File: config.mk
export PLATFORM = sky130hd
export DESIGN_NAME = if_fetch_stage
export DESIGN_NICKNAME = d
export VERILOG_FILES = /design/src/rtl/if_fetch_stage.sv
export SDC_FILE = /design/constraint.sdc
export NUM_CORES = 1
export LEC_CHECK = 0
export CAP_MARGIN = 20
export CORE_MARGIN = 4
export CORE_UTILIZATION = 44
export DETAILED_ROUTE_END_ITERATION = 10
export PLACE_DENSITY_LB_ADDON = 0.1
export SLEW_MARGIN = 10
export SYNTH_ARGS = -nofsm -noshare
export SYNTH_HDL_FRONTEND = slang
export SYNTH_SLANG_ARGS = --single-unit
File: constraint.sdc
create_clock -name clk -period 16.9 [get_ports clk]
set_input_delay 3.38 -clock clk [delete_from_list [all_inputs] [get_ports clk]]
set_output_delay 3.38 -clock clk [all_outputs]
set_load 0.005 [all_outputs]
File: src/rtl/if_fetch_stage.sv
// if_fetch_stage: MIPS instruction-fetch stage.
// Owns the PC and drives a req/gnt/rvalid instruction-memory port with at most one
// fetch outstanding. It presents {PCp4_o, ins_o, valid_o} to the IF/ID register,
// with a one-entry skid buffer to absorb a response that lands while IF/ID stalls.
// A redirect flushes the fetch path; a stale in-flight response is dropped.
// Optional feature macro: IF_ADEL_EN (misaligned redirect target -> adel_o, park).
module if_fetch_stage #(
    parameter logic [31:0] RESET_PC = 32'h0000_0000
) (
    input  logic        clk,
    input  logic        reset,
    input  logic        stall_i,
    input  logic        redirect_i,
    input  logic [31:0] redirect_pc_i,
    output logic        imem_req_o,
    output logic [31:0] imem_addr_o,
    input  logic        imem_gnt_i,
    input  logic        imem_rvalid_i,
    input  logic [31:0] imem_rdata_i,
    output logic [31:0] PCp4_o,
    output logic [31:0] ins_o,
    output logic        valid_o
`ifdef IF_ADEL_EN
   ,output logic        adel_o
`endif
);

    // S_PARK is only entered when misaligned-target detection is enabled
    typedef enum logic [1:0] {S_REQ, S_WAIT, S_HOLD, S_PARK} state_t;

    state_t      r_state;
    logic [31:0] r_pc;
    logic [31:0] r_fetch_pc;
    logic        r_drop;
    logic        r_valid;
    logic [31:0] r_ins;
    logic [31:0] r_pcp4;
    logic [31:0] r_skid_pcp4;
    logic [31:0] r_skid_ins;
    logic        r_adel;

    logic        w_drain;
    logic        w_slot_free;
    logic        w_inflight;
    logic        w_misalign;
    logic [31:0] w_fetch_pcp4;

    // Slot handshake, plus whether a response is still owed to us by memory
    always_comb begin
        w_drain      = r_valid && !stall_i;
        w_slot_free  = !r_valid || w_drain;
        w_fetch_pcp4 = r_fetch_pc + 32'd4;
        w_inflight   = ((r_state == S_REQ)  && imem_gnt_i) ||
                       ((r_state == S_WAIT) && !imem_rvalid_i) ||
                       ((r_state == S_PARK) && r_drop && !imem_rvalid_i);
`ifdef IF_ADEL_EN
        w_misalign   = (redirect_pc_i[1:0] != 2'b00);
`else
        w_misalign   = 1'b0;
`endif
    end

    // Fetch FSM, PC, output slot and skid buffer; redirect overrides everything
    always_ff @(posedge clk or posedge reset) begin
        if (reset) begin
            r_state     <= S_REQ;
            r_pc        <= RESET_PC;
            r_fetch_pc  <= 32'h0;
            r_drop      <= 1'b0;
            r_valid     <= 1'b0;
            r_ins       <= 32'h0;
            r_pcp4      <= 32'h0;
            r_skid_pcp4 <= 32'h0;
            r_skid_ins  <= 32'h0;
            r_adel      <= 1'b0;
        end else begin
            // a drained slot empties unless a load below overrides it
            if (w_drain) begin
                r_valid <= 1'b0;
                r_ins   <= 32'h0;
            end
            if (redirect_i) begin
                // low PC bits are masked so a misaligned target never reaches memory
                r_pc        <= redirect_pc_i & 32'hFFFF_FFFC;
                r_valid     <= 1'b0;
                r_ins       <= 32'h0;
                r_skid_pcp4 <= 32'h0;
                r_skid_ins  <= 32'h0;
                r_drop      <= w_inflight;
                r_adel      <= w_misalign;
                if (w_misalign) begin
                    // present an address-error bubble and stop fetching
                    r_valid <= 1'b1;
                    r_pcp4  <= redirect_pc_i + 32'd4;
                    r_state <= S_PARK;
                end else begin
                    r_state <= w_inflight ? S_WAIT : S_REQ;
                end
            end else begin
                case (r_state)
                    S_REQ: begin
                        if (imem_gnt_i) begin
                            r_fetch_pc <= r_pc;
                            r_pc       <= r_pc + 32'd4;
                            r_state    <= S_WAIT;
                        end
                    end
                    S_WAIT: begin
                        if (imem_rvalid_i) begin
                            if (r_drop) begin
                                r_drop  <= 1'b0;
                                r_state <= S_REQ;
                            end else if (w_slot_free) begin
                                r_valid <= 1'b1;
                                r_ins   <= imem_rdata_i;
                                r_pcp4  <= w_fetch_pcp4;
                                r_state <= S_REQ;
                            end else begin
                                r_skid_pcp4 <= w_fetch_pcp4;
                                r_skid_ins  <= imem_rdata_i;
                                r_state     <= S_HOLD;
                            end
                        end
                    end
                    S_HOLD: begin
                        // slot is valid here, so !stall_i means it drains now
                        if (!stall_i) begin
                            r_valid <= 1'b1;
                            r_ins   <= r_skid_ins;
                            r_pcp4  <= r_skid_pcp4;
                            r_state <= S_REQ;
                        end
                    end
                    default: begin
                        // parked: only soak up a response owed from before the park
                        if (imem_rvalid_i) r_drop <= 1'b0;
                    end
                endcase
            end
        end
    end

    assign imem_req_o  = (r_state == S_REQ);
    assign imem_addr_o = r_pc;
    assign PCp4_o      = r_pcp4;
    assign ins_o       = r_ins;
    assign valid_o     = r_valid;
`ifdef IF_ADEL_EN
    assign adel_o      = r_adel;
`endif

endmodule
Yosys cells after proc, flatten, opt, wreduce, memory -nomap -nowiden
Index checks and enable logic that the tools add are counted.
- output and inout bits: 98
- input bits: 70
- word-level logic and storage cells: 93
- flip-flop bits (word level): 196
- bitwise gates (word level): 1
- reductions and logical operators: 25
- eq/ne operators: 13
- add/subtract/negate cells: 2
- mux-type cells: 43
- operators by type and width (kind ; count):
    32-bit 2-to-1 mux ; 23
    32-bit case mux with 2 select lines ; 2
    32-bit by 3-bit adder with 32-bit output, second input constant ; 2
    2-bit 2-to-1 mux ; 6
    2-bit inequality test, second input constant ; 6
    1-bit 2-to-1 mux ; 10
    2-bit nonzero test ; 5
    4-bit AND reduction ; 2
    3-bit inequality test, second input constant ; 2
    2-bit case mux with 3 select lines ; 1
    6-bit AND reduction ; 1
    1-bit logical AND ; 5
    2-bit equality test, second input constant ; 2
    2-bit AND reduction ; 2
    4-bit nonzero test ; 1
    1-bit logical NOT ; 3
    1-bit logical OR ; 3
    3-bit by 2-bit inequality test with 1-bit output, second input constant ; 1
    3-bit AND reduction ; 1
    2-bit by 1-bit equality test with 1-bit output, second input constant ; 1
    2-bit logical NOT ; 1
    2-bit by 1-bit inequality test with 1-bit output, second input constant ; 1
    1-bit case mux with 2 select lines ; 1
    2-bit OR reduction ; 1
    1-bit inverter ; 1

Depth between registers and ports, before layout
- depth in word-level cells: 8
- gate-level depth with buffers: 9

Least setup slack after synthesis
No wires, ideal clock.
- path type: input -> register
- from: input port imem_gnt_i
- to: register r_fetch_pc[10]
- stages: 5
- path slack: 12.244 ns
- arrival time: 4.531 ns
- path buffers: 2
- path through: and2_1 clkbuf_1 nand2b_1 buf_1 mux2_2
- word-level cells in the longest chain between the ends: 1
- ends and longest elaborated chain (element ; RTL line ; source):
    start, declared ; 17 ; input logic imem_gnt_i,
    3-bit AND reduction (no line) ; n/a ;
    end signal, assigned ; 103 ; r_fetch_pc <= r_pc;
    end, declared ; 33 ; logic [31:0] r_fetch_pc;
No other way between the ends.
A chain may end at the register's enable or synchronous reset.

Worst setup path in the final report
- from: input port stall_i
- to: register r_pcp4[21], in the netlist PCp4_o[21]
- word-level cells in the longest chain between the ends: 5
- elaborated cells between the ends (all ways): 6
- classes of those cells: 2 x eq/ne; 4 x reduce/logical
- ends and longest elaborated chain (element ; RTL line ; source):
    start, declared ; 12 ; input logic stall_i,
    1-bit logical NOT ; n/a ;
    1-bit logical AND ; 50 ; w_drain = r_valid && !stall_i;
    1-bit logical OR ; 51 ; w_slot_free = !r_valid || w_drain;
    2-bit inequality test (no line) ; n/a ;
    6-bit AND reduction (no line) (*) ; n/a ;
    end signal, assigned ; 94 ; r_pcp4 <= redirect_pc_i + 32'd4;
    end signal, assigned ; 116 ; r_pcp4 <= w_fetch_pcp4;
    end signal, assigned ; 130 ; r_pcp4 <= r_skid_pcp4;
    end, declared ; 37 ; logic [31:0] r_pcp4;
Mark *: on every way between the ends. The rest lies on a longest branch, timed or not.

==> impl_metrics.csv <==
group,metric,value,unit
finish,syn2layout_area_growth,26.6,%
synth,avgSynthCellArea,9.75,µm²
floorplan,die_w,151,µm
power_and_ir_drop,powerDensity,125,nW/µm²
clocking,clk_latency,0.43,ns
routing,via_per_inst,5.30,
setup_path,end_kind,"flip-flop",
synth,synthArstFlopShare,100,%
clocking,clk_pin_slew_worst_paths,0.07,ns
routing,drt-pass1-iter-count,5,
floorplan,die_h,151,µm
synth,synth_area_leaders,"dfrtp_1 53%, nand2_1 7.2%, o21ai_0 5.0%",
routing,drc,0,
setup_path,required,17.20,ns
floorplan,std_cell_rows,52,
sta,fmax,0.172,GHz
placed_design,place_congestion,0.833,
setup_path,cp_num_buf_inv,2,
power_and_ir_drop,power.leakage,4.58,nW
clocking,clockRootBuffer,"clkbuf_16",
routing,wire_per_inst,16.7,µm
sta,rsz0062_at_grt,"false",
setup_path,crit_type,"input pin to flip-flop",
flow_run,maxCapViolCount,0,
clocking,ctsHoldBuffers,0,
global_route,grt_pass1_vias,6820,
global_route,grt_start_max_net_pins,119,
setup_path,crit_chain,"clkdlybuf4s50_1 > and2_1 > o21ai_1 > nand3_1 > buf_4 > a22oi_1 > o21ai_0",
worst_hold_path,hold_path_class,"flip-flop to flip-flop",
setup_path,crit_slowest_cell,"nand3_1",
setup_path,cpPeakStageDelay,0.72,ns
sta,layout_min_cycle_time,5.81,ns
finish,diodes,0,
clocking,ctsResizeCount,0,
finish,drive_gt1_share,8.97,%
synth,synth-seq-cells,190,
setup_path,cpLargestDelayFamily,"buffers and inverters",
synth,synth_ff_type,"dfrtp_1",
sta,drv_slew,0,
placed_design,dpl_worst_slack,10.65,ns
synth,synth_area_leader_cell,"dfrtp_1",
placed_design,hpwl,14900,µm
sta,hold_viol_final,0,
finish,nets,1133,
floorplan,coreArea,20200,µm²
sta,slew-limit-headroom,31.0,%
synth,netlist_area,9030,µm²
sta,setup_viol,0,
global_route,grt-ovfl-total,0,
synth,yosysTopAreaCellShare,52.7,%
clocking,cts_buffers,17,
setup_path,start_kind,"input pin",
clocking,cts_tree,"yes",
global_route,grt_usage,20.3,%
global_route,grt_pass1_wl,36800,µm
synth,synth_edf_count,0,
clocking,numClockSinks,190,
synth,yosys_warnings,0,
routing,vias,7101,
clocking,htree_num_levels,4,
outcome,status,"complete, no violations",
sta,tightest_slew,1.04,ns
setup_path,cp_data_arrival_time,6.10,ns
floorplan,io_pins,168,
sta,setup_slack,11.09,ns
sta,setup_tns,0,ns
floorplan,initial_core_util,44.6,%
clocking,post-cts-setup-buffers,0,
global_route,antenna_found_initial,0,
clocking,clk_path_buf_depth,2,
synth,synth_cell_types,58,
sta,finClkSkew,0.0111,ns
power_and_ir_drop,ir_drop,0.0000712,V
synth,ys_seq_area_share,52.7,%
routing,routed_wl,22400,µm
routing,drtIter0Drc,446,
sta,fin_crit_sh,34.4,%
placed_design,portBuffers,163,
setup_path,worst-path-max-fanout,24,
floorplan,dieArea,22900,µm²
synth,syn_inst,926,
routing,drtAntennaViolNets,0,
final timing paths:
path                       startpoint        endpoint  slack [ns]  cells after the start
min in group asynchronous       reset      PCp4_o[29]        3.53                      2
min                         PCp4_o[2]       PCp4_o[2]        0.48                      2
max in group asynchronous       reset  r_skid_pcp4[8]       11.91                      3
max                           stall_i      PCp4_o[21]       11.09                      7
max reg2reg                r_state[0]      PCp4_o[21]       13.72                      9
min reg2reg                 PCp4_o[2]       PCp4_o[2]        0.48                      2
report_power, final:
part           internal (W)  total, W  switching (W)
Combinational      0.000211  0.000408       0.000197
Clock              0.000209  0.000396       0.000187
Sequential         0.000541  0.000631      0.0000898
kinds of logic after synthesis:
family | share of synthesized area [%]
compound gates | 15.0
xor+xnor | 5.14
fa+ha+maj | 0.831
buf+inv | 3.60
flops | 52.7
mux | 5.35
other cells | 0.0415
simple gates | 17.4
through the flow:
stage	instances	hold slack (ns)	utilization (%)	cell area (µm²)	power (W)
floorplan	927	0.473	-	9030	0.000846
global placement	1308	0.460	53.7	10900	0.00104
detailed placement	1308	0.470	53.7	10900	0.00105
CTS	1340	0.487	56.5	11400	0.00145
global route	1340	0.495	56.5	11400	0.00152
finish	1340	0.481	56.5	11400	0.00143
synth_stat cells (2+ instances only):
cell type	n
mux2_2	34
a31oi_1	4
dfrtp_1	190
nor2_1	45
o21a_1	2
nor4_4	2
nor4_1	6
and2_2	2
nand2_1	172
a221oi_1	2
o31a_1	2
buf_1	6
nand4_4	2
buf_2	2
nor3_1	20
mux2i_1	10
xnor2_1	27
a211oi_1	20
a21o_1	2
nand2b_1	5
a21oi_1	43
and3_1	7
xor2_1	26
and2_1	9
buf_4	4
nor2b_1	2
inv_1	16
ha_1	6
o21ai_0	91
clkbuf_1	48
nand3_1	23
a22oi_1	41
and4_1	9
o31ai_1	5
a211oi_2	2
nand4_1	17
flip-flops by register name, indices dropped and copies added, names as in the netlist:
| name | flops |
|---|---|
| ins_o | 32 |
| r_skid_ins | 32 |
| PCp4_o | 31 |
| r_skid_pcp4 | 31 |
| imem_addr_o | 30 |
| r_fetch_pc | 30 |
| r_state | 2 |
| r_drop | 1 |
| valid_o | 1 |
metal layers:
layer	part of all wire [%]	wire length (µm)	global-route usage, %	vias up
met1	51	11400	31.8	3406
met4	1.1	236	4.81	0
li1	-	-	-	3502
met2	43	9760	28.7	178
met5	0	0	0	-
met3	4.8	1070	4.37	15
cells in the final DEF (no fill, tap or decap), drive strengths merged, types with 20 or more instances in the layout:
cell type,count
a21oi,43
a22oi,41
mux2,34
dfrtp,190
inv,24
xnor2,27
nor3,20
a211oi,22
nand3,23
nor2,45
o21ai,92
nand2,172
xor2,26
clkdlybuf4s50,162
final cells by class:
| type | instances | area, µm² |
|---|---|---|
| inverters | 17 | 71.3 |
| flip-flops and latches | 190 | 4750 |
| clock buffers | 18 | 429 |
| well taps | 270 | 338 |
| repair buffers | 173 | 1700 |
| clock inverters | 14 | 146 |
| fillers | 1839 | 8800 |
| multi-input cells | 658 | 3990 |
worst reg2reg max path, stage by stage, from the launching register on:
cell and delay, ns:
dfrtp_1 0.41, inv_1 0.12, ha_1 0.50, buf_4 0.36, nor2_1 0.09, nor2_1 0.14
nand3_1 0.63, buf_4 0.50, a22oi_1 0.20, o21ai_0 0.11
Note: power is estimated with default switching activity, not from simulation.
